<file path="config.mk">
export PLATFORM = sky130hd
export DESIGN_NAME = hdr_stream_ctrl
export DESIGN_NICKNAME = d
export VERILOG_FILES = /design/src/rtl/hdr_stream_ctrl.sv
export SDC_FILE = /design/constraint.sdc
export NUM_CORES = 1
export LEC_CHECK = 0
export BUFFER_PORTS_ARGS = -buffer_cell sky130_fd_sc_hd__clkbuf_2
export CAP_MARGIN = 20
export CELL_PAD_IN_SITES_DETAIL_PLACEMENT = 0
export CELL_PAD_IN_SITES_GLOBAL_PLACEMENT = 1
export CORE_UTILIZATION = 51
export CTS_CLUSTER_SIZE = 40
export DETAILED_ROUTE_END_ITERATION = 10
export GPL_TIMING_DRIVEN = 0
export PLACE_DENSITY_LB_ADDON = 0.1
export SLEW_MARGIN = 20
export SYNTH_ARGS = -nofsm -noshare
export SYNTH_HDL_FRONTEND = slang
export SYNTH_SLANG_ARGS = --single-unit
</file>
<file path="constraint.sdc">
create_clock -name clk -period 4.3 [get_ports clk]
set_clock_uncertainty 0.15 [all_clocks]
set_input_delay 1.075 -clock clk [delete_from_list [all_inputs] [get_ports clk]]
set_output_delay 1.075 -clock clk [all_outputs]
set_load 0.1 [all_outputs]
</file>
<file path="src/rtl/hdr_stream_ctrl.sv">
// Pairs short/long exposure streams, issues operands to a fixed-latency HDR datapath and
// buffers its results in a credit-guarded FIFO. Define HDR_STREAM_CTRL_STAT_EN for statistics.
module hdr_stream_ctrl #(
    parameter int DATA_WIDTH = 10,
    parameter int HDR_LAT    = 8,
    parameter int FIFO_DEPTH = 16
) (
    input  logic                  clk,
    input  logic                  rst,
    input  logic                  s0_valid,
    output logic                  s0_ready,
    input  logic                  s0_sof,
    input  logic                  s0_eol,
    input  logic [DATA_WIDTH-1:0] s0_data,
    input  logic                  s1_valid,
    output logic                  s1_ready,
    input  logic                  s1_sof,
    input  logic                  s1_eol,
    input  logic [DATA_WIDTH-1:0] s1_data,
    output logic [DATA_WIDTH-1:0] hdr_data0,
    output logic [DATA_WIDTH-1:0] hdr_data1,
    input  logic [DATA_WIDTH+1:0] hdr_result,
    output logic                  m_valid,
    input  logic                  m_ready,
    output logic                  m_sof,
    output logic                  m_eol,
    output logic [DATA_WIDTH+1:0] m_data,
    output logic                  err_sync,
    output logic [15:0]           frame_cnt,
    output logic [15:0]           drop_cnt
);
    localparam int AW = $clog2(FIFO_DEPTH);
    localparam int EW = DATA_WIDTH + 4;
    localparam logic [AW:0] PTR_ONE    = {{AW{1'b0}}, 1'b1};
    localparam logic [AW:0] CREDIT_MAX = (AW+1)'(FIFO_DEPTH);

    typedef enum logic [1:0] {
        IDLE   = 2'd0,
        RUN    = 2'd1,
        RESYNC = 2'd2
    } state_t;

    state_t                r_state;
    logic                  r_errSync;
    logic [DATA_WIDTH-1:0] r_data0;
    logic [DATA_WIDTH-1:0] r_data1;
    logic [HDR_LAT-1:0]    r_pipeValid;
    logic [HDR_LAT-1:0]    r_pipeSof;
    logic [HDR_LAT-1:0]    r_pipeEol;
    logic [AW:0]           r_credit;
    logic [AW:0]           r_wrPtr;
    logic [AW:0]           r_rdPtr;
    logic [EW-1:0]         r_mem [FIFO_DEPTH];

    logic          w_creditOk;
    logic          w_issue;
    logic          w_mismatch;
    logic          w_token;
    logic          w_drop0;
    logic          w_drop1;
    logic          w_bothSof;
    logic          w_push;
    logic          w_pop;
    logic          w_empty;
    logic [EW-1:0] w_head;

    // Credit covers both in-flight tokens and FIFO entries, so a write always finds room.
    assign w_creditOk = r_credit < CREDIT_MAX;
    assign w_issue    = (r_state == RUN) && s0_valid && s1_valid && w_creditOk;
    assign w_mismatch = (s0_sof != s1_sof) || (s0_eol != s1_eol);
    assign w_token    = w_issue && !w_mismatch;
    assign w_drop0    = (r_state != RUN) && s0_valid && !s0_sof;
    assign w_drop1    = (r_state != RUN) && s1_valid && !s1_sof;
    assign w_bothSof  = s0_valid && s0_sof && s1_valid && s1_sof;
    assign w_push     = r_pipeValid[HDR_LAT-1];
    assign w_empty    = (r_wrPtr == r_rdPtr);
    assign w_pop      = !w_empty && m_ready;
    assign w_head     = r_mem[r_rdPtr[AW-1:0]];

    always_comb begin
        s0_ready = 1'b0;
        s1_ready = 1'b0;
        if (!rst) begin
            if (r_state == RUN) begin
                s0_ready = w_issue;
                s1_ready = w_issue;
            end else begin
                s0_ready = w_drop0;
                s1_ready = w_drop1;
            end
        end
    end

    always_ff @(posedge clk or posedge rst) begin
        if (rst) begin
            r_state   <= IDLE;
            r_errSync <= 1'b0;
            r_data0   <= '0;
            r_data1   <= '0;
        end else begin
            case (r_state)
                RUN: begin
                    if (w_issue && w_mismatch) begin
                        r_errSync <= 1'b1;
                        r_state   <= RESYNC;
                    end
                end
                default: begin
                    if (w_bothSof) begin
                        r_state <= RUN;
                    end
                end
            endcase
            if (w_token) begin
                r_data0 <= s0_data;
                r_data1 <= s1_data;
            end
        end
    end

    always_ff @(posedge clk or posedge rst) begin
        if (rst) begin
            r_pipeValid <= '0;
            r_pipeSof   <= '0;
            r_pipeEol   <= '0;
        end else begin
            r_pipeValid <= {r_pipeValid[HDR_LAT-2:0], w_token};
            r_pipeSof   <= {r_pipeSof[HDR_LAT-2:0], s0_sof};
            r_pipeEol   <= {r_pipeEol[HDR_LAT-2:0], s0_eol};
        end
    end

    always_ff @(posedge clk or posedge rst) begin
        if (rst) begin
            r_wrPtr  <= '0;
            r_rdPtr  <= '0;
            r_credit <= '0;
        end else begin
            if (w_push) begin
                r_wrPtr <= r_wrPtr + PTR_ONE;
            end
            if (w_pop) begin
                r_rdPtr <= r_rdPtr + PTR_ONE;
            end
            case ({w_token, w_pop})
                2'b10:   r_credit <= r_credit + PTR_ONE;
                2'b01:   r_credit <= r_credit - PTR_ONE;
                default: r_credit <= r_credit;
            endcase
        end
    end

    always_ff @(posedge clk) begin
        if (w_push) begin
            r_mem[r_wrPtr[AW-1:0]] <= {hdr_result, r_pipeSof[HDR_LAT-1], r_pipeEol[HDR_LAT-1]};
        end
    end

    assign hdr_data0 = r_data0;
    assign hdr_data1 = r_data1;
    assign err_sync  = r_errSync;
    assign m_valid   = !w_empty;
    assign m_sof     = !w_empty && w_head[1];
    assign m_eol     = !w_empty && w_head[0];
    assign m_data    = w_empty ? '0 : w_head[EW-1:2];

`ifdef HDR_STREAM_CTRL_STAT_EN
    logic [15:0] r_frameCnt;
    logic [15:0] r_dropCnt;
    logic [1:0]  w_dropInc;
    logic [16:0] w_dropSum;

    // A mismatched pair discards one beat from each stream.
    assign w_dropInc = (w_issue && w_mismatch) ? 2'd2 : ({1'b0, w_drop0} + {1'b0, w_drop1});
    assign w_dropSum = {1'b0, r_dropCnt} + {15'd0, w_dropInc};

    always_ff @(posedge clk or posedge rst) begin
        if (rst) begin
            r_frameCnt <= '0;
            r_dropCnt  <= '0;
        end else begin
            if (w_pop && w_head[0]) begin
                r_frameCnt <= r_frameCnt + 16'd1;
            end
            r_dropCnt <= w_dropSum[16] ? 16'hFFFF : w_dropSum[15:0];
        end
    end

    assign frame_cnt = r_frameCnt;
    assign drop_cnt  = r_dropCnt;
`else
    assign frame_cnt = '0;
    assign drop_cnt  = '0;
`endif

endmodule

</file>
# == Yosys cells after proc, flatten, opt, wreduce, memory -nomap -nowiden ==
# Memories as Yosys holds them, arrays and structs flattened.
# Index checks and enable logic that the tools add are counted.
# totals
regBits,62
latch_bits,0
ram_bits,224
romBits,0
in_bits,41
out_inout_bits,70
elab_cells,59
mem_count,1
# mem_list
memory,depth,word_bits,rd,rd_clocked_by_memory_dff,wr,line,text
r_mem,16,14,1,0,1,53,logic [EW-1:0] r_mem [FIFO_DEPTH];
# op_classes
n_addsub,4
mul,0
div_mod_pow,0
magnitude_cmp,1
n_eq_ne,8
shift,0
muxes,11
bitwise,0
n_reduce_logical,24
# op_table
cell,n
$add 5x1->5 const B,3
$logic_and 1x1->1,15
$mux 12,1
$pmux 5 s2,1
$mux 1,6
$mux 2,3
$eq 5x5->1,1
$lt 5x5->1 const B,1
$sub 5x1->5 const B,1
$eq 2x1->1 const B,2
$logic_not 1->1,4
$ne 2x1->1 const B,2
$reduce_and 2->1,2
$reduce_bool 2->1,2
$eq 2x2->1 const B,1
$ne 1x1->1,2
$logic_or 1x1->1,1

# == Longest topological paths before layout ==
# Gate-level depths: netlist (run 1).
# logic_depth
ltp_word,7
depth_mapped,14
depth_no_buf,13

# == Worst setup path after synthesis (run 1) ==
# OpenSTA, ideal clock, no wires.
# synth_path
kind,input -> output
from,in s0_sof
to,out s0_ready
t_arrival_ns,3.416
required_ns,3.075
setup_slack_ns,-0.341
stages,3
n_path_buf,0
cell_sequence,nor2_1 > a31oi_1 > nor3b_1
# synth_between
elab_chain_len,4
# synth_lines
element,line,text
start: declaration,12,"input logic s0_sof,"
$logic_not 1->1,72,assign w_drop0 = (r_state != RUN) && s0_valid && !s0_sof;
$logic_and 1x1->1,72,
$mux 1,84,if (r_state == RUN) begin
$mux 1,83,if (!rst) begin
end: declaration,11,"output logic s0_ready,"
# No other way between the ends.

# == Worst setup path after layout (run 1) ==
# layout_path
from,reg r_rdPtr[1]
to,out m_data[9]
# layout_between
elab_chain_len,2
word_cells_on_any_way,3
classes_between,eq/ne (1); mux (1); memory (1)
# layout_lines
element,line,text
start: declaration,52,logic [AW:0] r_rdPtr;
start signal: assignment,143,r_rdPtr <= r_rdPtr + PTR_ONE;
$mem_v2 16x14 or $eq 5x5->1 (tied branches),--,
$mux 12 (*),165,assign m_data = w_empty ? '0 : w_head[EW-1:2];
end: declaration,27,"output logic [DATA_WIDTH+1:0] m_data,"
# Mark *: on every way between the ends. The rest lies on a longest branch, timed or not.

==> impl_summary.txt, run 1 <==
----------------------------------------------------
[Floorplanning]
  Site row count ... 53
  Die X ... 150 um
  Vert. Die Dim ... 150 um
  Effective utilization at floorplan ... between 50% and 60%
  Top-level I/O count ... ~110
  Core region area ... between 0.02 and 0.025 mm^2
  Die area ... 0.0226 mm^2

[Detailed routing]
  DRT Pass-1 Iters ... 4
  First-iteration detailed-routing DRC count ... between 400 and 500
  Average via count per standard cell ... 5.50
  DRC violations left ... 0
  Routed wire per std cell ... about 22 um
  Detailed-route via count ... 5631
  Remaining antenna violation count ... 0
  Total routed wirelength ... approximately 22000 um

[STA]
  Maximum frequency from static timing analysis ... 0.239 GHz
  Period Utilization, post-route ... 97.2%
  Number of pins exceeding their max-slew limit in the final report ... 0
  Setup repair after global routing missed its margin ... false
  Time the final worst path needs with I/O delays and setup ... 4.18 ns
  Setup-failing EPs final ... 0
  Hold violation total from the final report ... 0
  Worst-Margin Slew ... 1.05 ns
  Setup Total Neg Slack ... 0 ns
  Relative slew slack ... about 30%

[Synthesis]
  Syn Std Cell Area ... 0.0112 mm^2
  Total number of yosys warnings ... 0
  Async set-reset flop share out of synthesis ... a little over a fifth
  Number of distinct standard cells referenced by the synthesized netlist ... between 40 and 50
  Dominant cell by count in the synthesized netlist ... sky130_fd_sc_hd__edfxtp_1
  Primary FF master, synth ... sky130_fd_sc_hd__edfxtp_1
  Fraction of post-synthesis cell area in the top cell type by area ... 60.0%
  Number of flops mapped to enable cells by yosys ... 224
  Sequential element share of the synthesized area ... between 70% and 80%
  Post-synthesis sequential element count ... 286
  Synth top area cells ... sky130_fd_sc_hd__edfxtp_1 60%, sky130_fd_sc_hd__dfrtp_1 14%, sky130_fd_sc_hd__mux4_2 11%, sky130_fd_sc_hd__buf_4 2.5%, sky130_fd_sc_hd__mux2_1 1.9%
  Commonest cells in the netlist ... 224 x sky130_fd_sc_hd__edfxtp_1, 62 x sky130_fd_sc_hd__dfrtp_1, 56 x sky130_fd_sc_hd__mux4_2, 37 x sky130_fd_sc_hd__buf_4, 23 x sky130_fd_sc_hd__a22oi_1
  Post-Synthesis Mean Instance Area ... 19.6 um^2
  Post-Syn Instances ... 572
  Synth area leader ... sky130_fd_sc_hd__edfxtp_1

[Min path]
  Hold Path Stages ... 0
  Hold Startpoint ... r_pipeValid[2]$_DFF_PP0_
  End point of the most critical hold path ... r_pipeValid[3]$_DFF_PP0_
  Path class of the lowest-slack min-delay path ... reg2reg

[GRT]
  Pin count of the biggest net entering global routing ... 53
  Number of antenna violations at the first check in global routing ... 0
  Vias in the first global route ... 5948
  Total GRT Usage ... 20.8%
  GRT Residual Overflow ... 0
  Wire length of the first global-routing pass ... between 30000 and 40000 um

[CTS]
  Latest clock arrival within the worst-skew pair ... 0.53 ns
  H-tree levels ... 1
  Clock tree from TritonCTS ... yes
  Cell at the root of the clock tree ... sky130_fd_sc_hd__clkbuf_16
  Sinks on the clock net ... around 290
  Number of buffers between clock root and the deepest sink ... 3
  Clock Pin Slew Worst Setup and Hold Paths ... 0.06 ns
  Number of buffers created by CTS ... 29

[Power and ir drop]
  Fraction of power spent switching nets ... 42.1%
  Leakage component of the power ... 4.94 nW
  Final total power ... 9.55 mW
  Total power divided by cell area ... 724 mW/mm^2
  Combinational cell fraction of total power ... 42.1%
  Internal cell power ... between 5 and 6 mW
  Register share of total power ... 34.2%
  Share of total power in the clock network ... 23.7%
  P_sw ... 4.02 mW
  Peak VDD IR ... ~0.78 mV

[Status]
  Status ... complete, no violations

[Layout]
  Number of nets at the end of the flow ... 778
  Antenna diode count ... 0
  Area growth, synth to finish ... 17.6%
  Multi-input gate area in the final layout ... ~0.0027 mm^2
  Layout cells sized above 1 ... between 30% and 40%
  Sequential standard cell area ... about 0.0083 mm^2
  Layout Utilization ... about three fifths
  Number of fill cells ... around 1600
  Number of standard cells in the layout, taps in and fillers out ... 1024

[Placement]
  Detailed Place HPWL ... 15100 um
  Final RePlAce weighted congestion ... 0.747
  Cell count after placement ... 971
  IO buf count ... 78

[Setup path]
  Required time at the endpoint of the critical path ... just over 3 ns
  Largest fanout of any net on the critical path ... 10
  Endpoint of the most critical register-to-register path ... r_credit[4]$_DFFE_PP0P_
  Logic depth of the worst register-to-register path ... 13
  Slack of the worst reg-to-reg path ... 0.80 ns
  Critical path start-end classification ... reg2out
  Crit end category ... output pin
  Sort of element at the start of the critical path ... flip-flop
  FF-to-FF Start ... r_wrPtr[2]$_DFFE_PP0P_
  Data arrival time of the critical path ... 2.95 ns

[Job]
  Max-capacitance violation count ... 0

----------------------------------------------------
## cells by family after synthesis
family,after synthesis,share of synthesized area [%]
DFF,286,73.8
muxes,78,13.4
buffers and inverters,72,4.07
AOI/OAI and AO/OA,53,3.29
and+or+nand+nor,53,2.54
xor gates and xnor gates,19,1.62
adders and majority gates,10,1.18
other,1,0.0334
## critical path, cell delays in order (launching register included)
cell and delay [ns]:
sky130_fd_sc_hd__dfrtp_1 0.34, sky130_fd_sc_hd__clkbuf_1 0.25, sky130_fd_sc_hd__buf_4 0.28, sky130_fd_sc_hd__buf_2 0.37, sky130_fd_sc_hd__mux4_2 0.36, sky130_fd_sc_hd__a22oi_1 0.24
sky130_fd_sc_hd__a21oi_1 0.17, sky130_fd_sc_hd__clkbuf_2 0.40
## worst max path at each step
stage                                       from                 endpoint  slack, ns  depth (start not counted)
after floorplan           r_rdPtr[0]$_DFFE_PP0P_                m_data[7]       0.39                          6
after global placement                    s0_sof  r_credit[4]$_DFFE_PP0P_       0.46                         14
after detailed placement                  s0_sof  r_credit[4]$_DFFE_PP0P_       0.39                         14
after CTS                 r_rdPtr[1]$_DFFE_PP0P_                m_data[8]       0.05                          7
after global routing      r_rdPtr[3]$_DFFE_PP0P_                m_data[9]       0.01                          5
final                     r_rdPtr[1]$_DFFE_PP0P_                m_data[9]       0.12                          7
## power groups by stage
stage,combinational (mW),clock [mW],sequential (mW)
after floorplan,2.66,0,3.92
after global placement,3.99,0,3.31
after detailed placement,4.05,0,3.32
after CTS,4.07,2.30,3.26
after global routing,4.23,2.41,3.28
final,4.02,2.26,3.26
## layout by cell type (no fill, tap or decap), types with 3 or more instances in the layout
master / count
sky130_fd_sc_hd__a21oi_1: 16
sky130_fd_sc_hd__a22oi_1: 23
sky130_fd_sc_hd__a22oi_2: 5
sky130_fd_sc_hd__buf_2: 11
sky130_fd_sc_hd__buf_4: 41
sky130_fd_sc_hd__buf_6: 11
sky130_fd_sc_hd__buf_8: 3
sky130_fd_sc_hd__clkbuf_1: 15
sky130_fd_sc_hd__clkbuf_16: 29
sky130_fd_sc_hd__clkbuf_2: 79
sky130_fd_sc_hd__clkbuf_8: 4
sky130_fd_sc_hd__clkinv_1: 6
sky130_fd_sc_hd__clkinv_2: 3
sky130_fd_sc_hd__conb_1: 32
sky130_fd_sc_hd__dfrtp_1: 62
sky130_fd_sc_hd__edfxtp_1: 224
sky130_fd_sc_hd__ha_1: 9
sky130_fd_sc_hd__inv_1: 11
sky130_fd_sc_hd__mux2_1: 19
sky130_fd_sc_hd__mux4_2: 56
sky130_fd_sc_hd__nand2_1: 9
sky130_fd_sc_hd__nand4_1: 3
sky130_fd_sc_hd__nor2_1: 7
sky130_fd_sc_hd__nor2_2: 12
sky130_fd_sc_hd__nor2b_1: 3
sky130_fd_sc_hd__nor3_2: 4
sky130_fd_sc_hd__o21ai_0: 4
sky130_fd_sc_hd__xnor2_1: 6
sky130_fd_sc_hd__xor2_1: 11
## layout make-up
class,instances,share of cell area (%)
buffer,60,3.25
clock buffer,44,6.23
clock inverter,9,0.285
inverter,12,0.361
multi-input combinational,245,20.1
sequential,286,62.8
tap,275,2.61
timing repair buffer,93,4.33
## sequential cells by signal, indices dropped and copies added (netlist names)
| name | flops |
|---|---|
| r_credit | 5 |
| err_sync | 1 |
| r_pipeEol | 8 |
| r_mem | 224 |
| r_pipeSof | 8 |
| hdr_data0 | 10 |
| r_pipeValid | 8 |
| r_rdPtr | 5 |
| r_wrPtr | 5 |
| hdr_data1 | 10 |
| r_state | 2 |
## layer usage
layer  global-route usage (%)  vias to the layer above  wire (um)
li1                         -                     2495          -
met1                     27.8                     2914       9290
met2                     35.0                      189      11000
met3                     3.73                       33       1360
met4                     5.91                        0        521
met5                        0                        -          0
## timing repair
| item | CTS | global route |
|---|---|---|
| resized for setup | 6 | 2 |
| hold buffers | 0 | 0 |
| setup endpoints to repair | 8 | 1 |
| setup buffers | 0 | 0 |
## per-stage QoR
step / instance area (um^2) / setup slack [ns] / hold slack (ns)
floorplan: 11300 / 0.394 / 0.181
global placement: 12100 / 0.459 / 0.186
detailed placement: 12300 / 0.392 / 0.186
CTS: 13200 / 0.0509 / 0.200
global route: 13200 / 0.0127 / 0.204
finish: 13200 / 0.120 / 0.198
Note: power is estimated with default switching activity, not from simulation.
==> run 2, diff against run 1 <==
--- a/config.mk
+++ b/config.mk
@@ -10,4 +10,5 @@
 export CELL_PAD_IN_SITES_DETAIL_PLACEMENT = 0
 export CELL_PAD_IN_SITES_GLOBAL_PLACEMENT = 1
+export CORE_ASPECT_RATIO = 0.6
 export CORE_UTILIZATION = 51
 export CTS_CLUSTER_SIZE = 40
==> constraint.sdc (replaced) <==
create_clock -name clk -period 4.3 [get_ports clk]
set_clock_uncertainty 0.15 [all_clocks]
set_input_delay 0.43 -clock clk [delete_from_list [all_inputs] [get_ports clk]]
set_output_delay 0.43 -clock clk [all_outputs]
set_load 0.1 [all_outputs]
==> run 2 against run 1 <==
  * The flow now finishes with violations (DRC)
  * Critical path depth fell by 1
  * Global-route usage rose by 1.3 points
  * Sequential power barely moved
  * Via count rose by 4.3%
  * Non-clock buffer count rose by 29
  * Routed wire length rose by 9.3%
  * Highest routed layer unchanged
==> impl_summary.txt, run 2 (same netlist as run 1, synthesis figures left out) <==
----------------------------------------------------
[CTS]
  Number of buffers created by CTS ... 26
  Post-CTS setup buffer count ... 0
  H-tree levels ... 1
  Cell at the root of the clock tree ... sky130_fd_sc_hd__clkbuf_16
  Number of hold-repair buffers added at the cts stage ... 23
  Number of buffers between clock root and the deepest sink ... 3
  Sinks on the clock net ... roughly 290
  Latest clock arrival within the worst-skew pair ... 0.53 ns
  Clock tree from TritonCTS ... yes
  Count of instances resized after the clock tree is built ... 0
  Clock Pin Slew Worst Setup and Hold Paths ... ~0.07 ns

[STA]
  Setup-failing EPs final ... 0
  Period Utilization, post-route ... between 80% and 90%
  Number of pins exceeding their max-slew limit in the final report ... 0
  Worst-Margin Slew ... approximately 0.86 ns
  Post-route worst hold slack ... 0.0657 ns
  Hold violation total from the final report ... 0
  Time the final worst path needs with I/O delays and setup ... around 3.8 ns
  Maximum frequency from static timing analysis ... 0.264 GHz
  Setup repair after global routing missed its margin ... false
  Relative slew slack ... 42.4%
  Min setup slack post-route ... approximately 0.52 ns
  Setup Total Neg Slack ... 0 ns

[Setup path]
  Family with the most delay on the worst path ... buffers and inverters
  Data arrival time of the critical path ... 3.20 ns
  Logic depth of the worst register-to-register path ... 12
  FF-to-FF Start ... r_rdPtr[1]$_DFFE_PP0P_
  Critical Path, Cell by Cell ... buf_2, nor2_1, buf_1, a22oi_1, a21oi_1, clkbuf_2
  Highest-delay cell along the critical path ... sky130_fd_sc_hd__buf_1
  Required time at the endpoint of the critical path ... 3.72 ns
  Largest fanout of any net on the critical path ... 10
  Slack of the worst reg-to-reg path ... 0.88 ns
  Crit end category ... output pin
  Sort of element at the start of the critical path ... flip-flop
  Endpoint of the most critical register-to-register path ... r_credit[4]$_DFFE_PP0P_
  Crit-path max cell delay ... approximately 0.71 ns
  Number of buffer and inverter instances along the worst setup path ... 3
  Critical path start-end classification ... reg2out

[Layout]
  Area growth, synth to finish ... 20.8%
  Antenna diode count ... 0
  Number of standard cells in the layout, taps in and fillers out ... 1051
  Layout Utilization ... 63.6%
  Number of flip-flops under the largest register name ... approximately 220
  Commonest non-fill, non-tap cell in the layout ... sky130_fd_sc_hd__edfxtp_1
  Number of nets at the end of the flow ... 804
  Commonest non-fill, non-tap cells in the layout ... 224 x sky130_fd_sc_hd__edfxtp_1, 78 x sky130_fd_sc_hd__clkbuf_2, 62 x sky130_fd_sc_hd__dfrtp_1, 56 x sky130_fd_sc_hd__mux4_2, 41 x sky130_fd_sc_hd__buf_4
  Total non-filler cell area in the finished layout ... 0.0135 mm^2
  Layout cells sized above 1 ... 36.4%

[Floorplanning]
  Core region area ... roughly 0.021 mm^2
  Vert. Die Dim ... 117 um
  Die X ... 193 um
  Die area ... 0.0226 mm^2
  Site row count ... 41
  Effective utilization at floorplan ... 52.7%
  Top-level I/O count ... 111

[Power and ir drop]
  Final total power ... ~10 mW
  Combinational cell fraction of total power ... 41.6%
  Internal cell power ... 5.73 mW
  Peak VDD IR ... 0.700 mV
  P_sw ... 4.10 mW
  Leakage component of the power ... ~5.1 nW
  Share of total power in the clock network ... between 20% and 30%
  Total power divided by cell area ... roughly 730 mW/mm^2
  Fraction of power spent switching nets ... 41.8%
  Register share of total power ... 33.2%

[Placement]
  Cell count after placement ... 981
  Detailed Place HPWL ... 16600 um
  Instance area at placement ... ~0.012 mm^2
  Final RePlAce weighted congestion ... 0.764
  Worst setup timing slack at the placement stage ... 0.889 ns
  IO buf count ... 78

[Status]
  Status ... finished, violations left
  Failing checks ... DRC

[Detailed routing]
  DRT Pass-1 Iters ... 9
  Total routed wirelength ... 24300 um
  Detailed-route via count ... 5875
  Routed wire per std cell ... 23.1 um
  Average via count per standard cell ... 5.59
  Remaining antenna violation count ... 0
  First-iteration detailed-routing DRC count ... 587
  DRC violations left ... 1

[GRT]
  Wire length of the first global-routing pass ... 36000 um
  GRT Residual Overflow ... 0
  Pin count of the biggest net entering global routing ... 35
  Total GRT Usage ... between 20 and 25%
  Number of antenna violations at the first check in global routing ... 0
  Vias in the first global route ... approximately 5900

[Min path]
  Hold Startpoint ... m_ready
  End point of the most critical hold path ... r_rdPtr[0]$_DFFE_PP0P_
  Hold Path Stages ... 3
  Path class of the lowest-slack min-delay path ... in2reg

[Job]
  Max-capacitance violation count ... 0

----------------------------------------------------
==> run 2: cell count changes in the layout (fill, tap and decap cells not counted), sizes merged <==
| cell | change |
|---|---|
| buf | +8 |
| bufinv | +4 |
| clkbuf | -11 |
| clkdlybuf4s15 | -2 |
| clkinv | +1 |
| dlygate4sd3 | +23 |
==> run 2: layout make-up <==
| cell class | count | area [um^2] |
|---|---|---|
| clock buffer | 33 | 771 |
| sequential | 286 | 8280 |
| tap | 279 | 349 |
| fill | 1452 | 7740 |
| inverter | 12 | 47.5 |
| clock inverter | 14 | 168 |
| buffer | 60 | 412 |
| timing repair buffer | 122 | 873 |
| multi-input combinational | 245 | 2650 |
==> run 2: worst min-delay path, stage by stage <==
cell,delay [ns]
sky130_fd_sc_hd__clkbuf_2,0.12
sky130_fd_sc_hd__nand2b_4,0.09
sky130_fd_sc_hd__xnor2_1,0.06
==> run 2: metal layers <==
layer | GRT usage [%] | wire [um] | up-vias
met4 | 5.92 | 448 | 0
li1 | - | - | 2541
met3 | 4.18 | 1960 | 42
met5 | 0 | 0 | -
met2 | 32.8 | 10700 | 253
met1 | 34.0 | 11200 | 3039
==> run 2: how the worst max path moves through the flow <==
stage | start | to | depth (start not counted)
5_1_grt | r_rdPtr[2]$_DFFE_PP0P_ | m_data[3] | 7
3_5_place_dp | r_rdPtr[1]$_DFFE_PP0P_ | r_credit[4]$_DFFE_PP0P_ | 12
4_1_cts | r_rdPtr[2]$_DFFE_PP0P_ | m_data[3] | 7
3_3_place_gp | r_wrPtr[0]$_DFFE_PP0P_ | r_mem[0][5]$_DFFE_PP_ | 4
6_report | r_rdPtr[2]$_DFFE_PP0P_ | m_data[10] | 6
2_1_floorplan | r_state[1]$_DFFE_PP0P_ | s0_ready | 3
==> run 2: power by group through the flow <==
stage | Clock [mW] | Combinational [mW] | Sequential (mW)
2_1_floorplan | 0 | 2.66 | 3.92
3_3_place_gp | 0 | 4.03 | 3.30
3_5_place_dp | 0 | 4.08 | 3.32
4_1_cts | 2.52 | 4.10 | 3.26
5_1_grt | 2.63 | 4.27 | 3.28
6_report | 2.48 | 4.09 | 3.26
==> run 3, diff against run 2 <==
Settings changed: CORE_ASPECT_RATIO 0.6 to 2.
==> run 3 against run 2 <==
  * Setup slack improved by 0.0014 ns
  * Total power down 2.4%
  * Final cell count is 0.76% lower
  * Hold slack better by 0.0070 ns
  * Largest cell class unchanged
  * Final area down 0.82%
  * Sequential share of layout area increased by 0.51 points
  * Routed wire length grew 0.82%
  * The run now ends clean
  * Global-route usage increased by 0.59 points
  * Via count down 1.1%
==> impl_summary.txt, run 3 (same netlist as run 1, synthesis figures left out) <==
----------------------------------------------------
[Layout]
  Commonest non-fill, non-tap cells in the layout ... 224 x sky130_fd_sc_hd__edfxtp_1, 78 x sky130_fd_sc_hd__clkbuf_2, 62 x sky130_fd_sc_hd__dfrtp_1, 56 x sky130_fd_sc_hd__mux4_2, 41 x sky130_fd_sc_hd__buf_4
  Layout cells sized above 1 ... 35.6%
  Antenna diode count ... 0
  Commonest non-fill, non-tap cell in the layout ... sky130_fd_sc_hd__edfxtp_1
  Number of nets at the end of the flow ... 803
  Number of fill cells ... 1533
  Number of flip-flops under the largest register name ... 224
  Area growth, synth to finish ... 19.8%
  Multi-input gate area in the final layout ... 0.00265 mm^2
  Number of standard cells in the layout, taps in and fillers out ... 1043
  Sequential standard cell area ... 0.00828 mm^2

[Detailed routing]
  Post-route met1 wirelength ... slightly above 8000 um
  Total met3 wirelength after detailed routing ... around 1100 um
  Detailed-route via count ... about 5800
  Met2 Routed Length ... 14200 um
  Highest metal layer with signal wires ... met4
  Routed wire per std cell ... 23.5 um
  Average via count per standard cell ... roughly 5.6
  Total routed wirelength ... ~24000 um
  DRT Pass-1 Iters ... 5
  DRC violations left ... 0
  Remaining antenna violation count ... 0
  First-iteration detailed-routing DRC count ... 338

[Setup path]
  Slack of the worst reg-to-reg path ... about 0.9 ns
  FF-to-FF Start ... r_wrPtr[2]$_DFFE_PP0P_
  Largest fanout of any net on the critical path ... 10
  Data arrival time of the critical path ... 3.20 ns
  Logic depth of the worst register-to-register path ... 13
  Critical path start-end classification ... reg2out
  Sort of element at the start of the critical path ... flip-flop
  Crit end category ... output pin
  Endpoint of the most critical register-to-register path ... r_credit[4]$_DFFE_PP0P_
  Worst setup path startpoint ... r_rdPtr[1]$_DFFE_PP0P_
  Required time at the endpoint of the critical path ... around 3.7 ns

[CTS]
  Number of hold-repair buffers added at the cts stage ... 23
  Latest clock arrival within the worst-skew pair ... roughly 0.53 ns
  Number of buffers created by CTS ... 25
  Clock Pin Slew Worst Setup and Hold Paths ... 0.06 ns
  Cell at the root of the clock tree ... sky130_fd_sc_hd__clkbuf_16
  Post-CTS setup buffer count ... 0
  H-tree levels ... 1
  Clock tree from TritonCTS ... yes
  Number of buffers between clock root and the deepest sink ... 3
  Sinks on the clock net ... approximately 290
  Count of instances resized after the clock tree is built ... 0

[STA]
  Maximum frequency from static timing analysis ... 0.265 GHz
  Setup Total Neg Slack ... 0 ns
  Time the final worst path needs with I/O delays and setup ... 3.78 ns
  Number of pins exceeding their max-slew limit in the final report ... 0
  Hold violation total from the final report ... 0
  Setup repair after global routing missed its margin ... false
  Min setup slack post-route ... 0.520 ns
  Setup-failing EPs final ... 0
  Worst-Margin Slew ... around 0.87 ns
  Period Utilization, post-route ... about 88%
  Relative slew slack ... 42.0%

[Placement]
  Detailed Place HPWL ... 16900 um
  IO buf count ... 78
  Final RePlAce weighted congestion ... 0.750
  Worst setup timing slack at the placement stage ... 0.914 ns
  Cell count after placement ... between 900 and 1000

[Power and ir drop]
  Peak VDD IR ... 1.01 mV
  Total power divided by cell area ... about 710 mW/mm^2
  Final total power ... 9.59 mW
  Leakage component of the power ... 5.03 nW

[Floorplanning]
  Core region area ... 0.0216 mm^2
  Site row count ... 76
  Vert. Die Dim ... 212 um
  Effective utilization at floorplan ... 52.0%
  Die area ... between 0.02 and 0.025 mm^2
  Die X ... 107 um
  Top-level I/O count ... about 110

[Status]
  Status ... complete, no violations

[Min path]
  Path class of the lowest-slack min-delay path ... in2reg
  Hold Path Stages ... 3
  Hold Startpoint ... m_ready
  End point of the most critical hold path ... r_rdPtr[0]$_DFFE_PP0P_

[GRT]
  Pin count of the biggest net entering global routing ... 33
  GRT Residual Overflow ... 0
  Number of antenna violations at the first check in global routing ... 0
  Total GRT Usage ... between 20% and 30%
  Vias in the first global route ... 6235
  Wire length of the first global-routing pass ... 36300 um

[Job]
  Max-capacitance violation count ... 0

----------------------------------------------------
## run 3: how the worst max path moves through the flow
stage | slack (ns) | depth (start not counted) | end
2_1_floorplan | 0.77 | 3 | s0_ready
3_3_place_gp | 0.73 | 3 | r_mem[3][6]$_DFFE_PP_
3_5_place_dp | 0.91 | 13 | r_credit[4]$_DFFE_PP0P_
4_1_cts | 0.47 | 6 | m_data[1]
5_1_grt | 0.39 | 6 | m_data[1]
6_report | 0.52 | 6 | m_data[1]
## run 3: cell type report
class / instances / area share [%]
Buffer: 60 / 3.06
Multi-Input combinational cell: 245 / 19.7
Clock buffer: 29 / 4.77
Clock inverter: 16 / 1.42
Tap cell: 273 / 2.54
Sequential cell: 286 / 61.6
Timing Repair Buffer: 122 / 6.53
Inverter: 12 / 0.354
## run 3: per-stage QoR
stage	utilization (%)	hold WS, ns	instance area, um^2
6_report	62.2	0.0727	13400
5_1_grt	62.2	0.0576	13400
4_1_cts	62.2	0.0483	13400
3_5_place_dp	57.3	0.185	12400
3_3_place_gp	55.9	0.187	12100
2_1_floorplan	-	0.181	11300
## run 3: critical path, stage by stage (launching register included)
cell,delay [ns]
sky130_fd_sc_hd__dfrtp_1,0.35
sky130_fd_sc_hd__clkbuf_1,0.28
sky130_fd_sc_hd__buf_1,0.66
sky130_fd_sc_hd__mux4_2,0.42
sky130_fd_sc_hd__a22oi_1,0.39
sky130_fd_sc_hd__a21oi_1,0.16
sky130_fd_sc_hd__clkbuf_2,0.40
## run 3: per-layer routing
layer / track usage, % / vias to the layer above
li1: - / 2532
met1: 25.2 / 3026
met2: 43.0 / 207
met3: 2.74 / 48
met4: 9.31 / 0
met5: 0 / -
## run 3: report_power, final
part	internal (mW)	total (mW)	leakage (nW)	switching (mW)
Combinational	1.07	4.05	1.85	2.98
Clock	1.31	2.28	0.396	0.966
Sequential	3.15	3.26	2.79	0.109
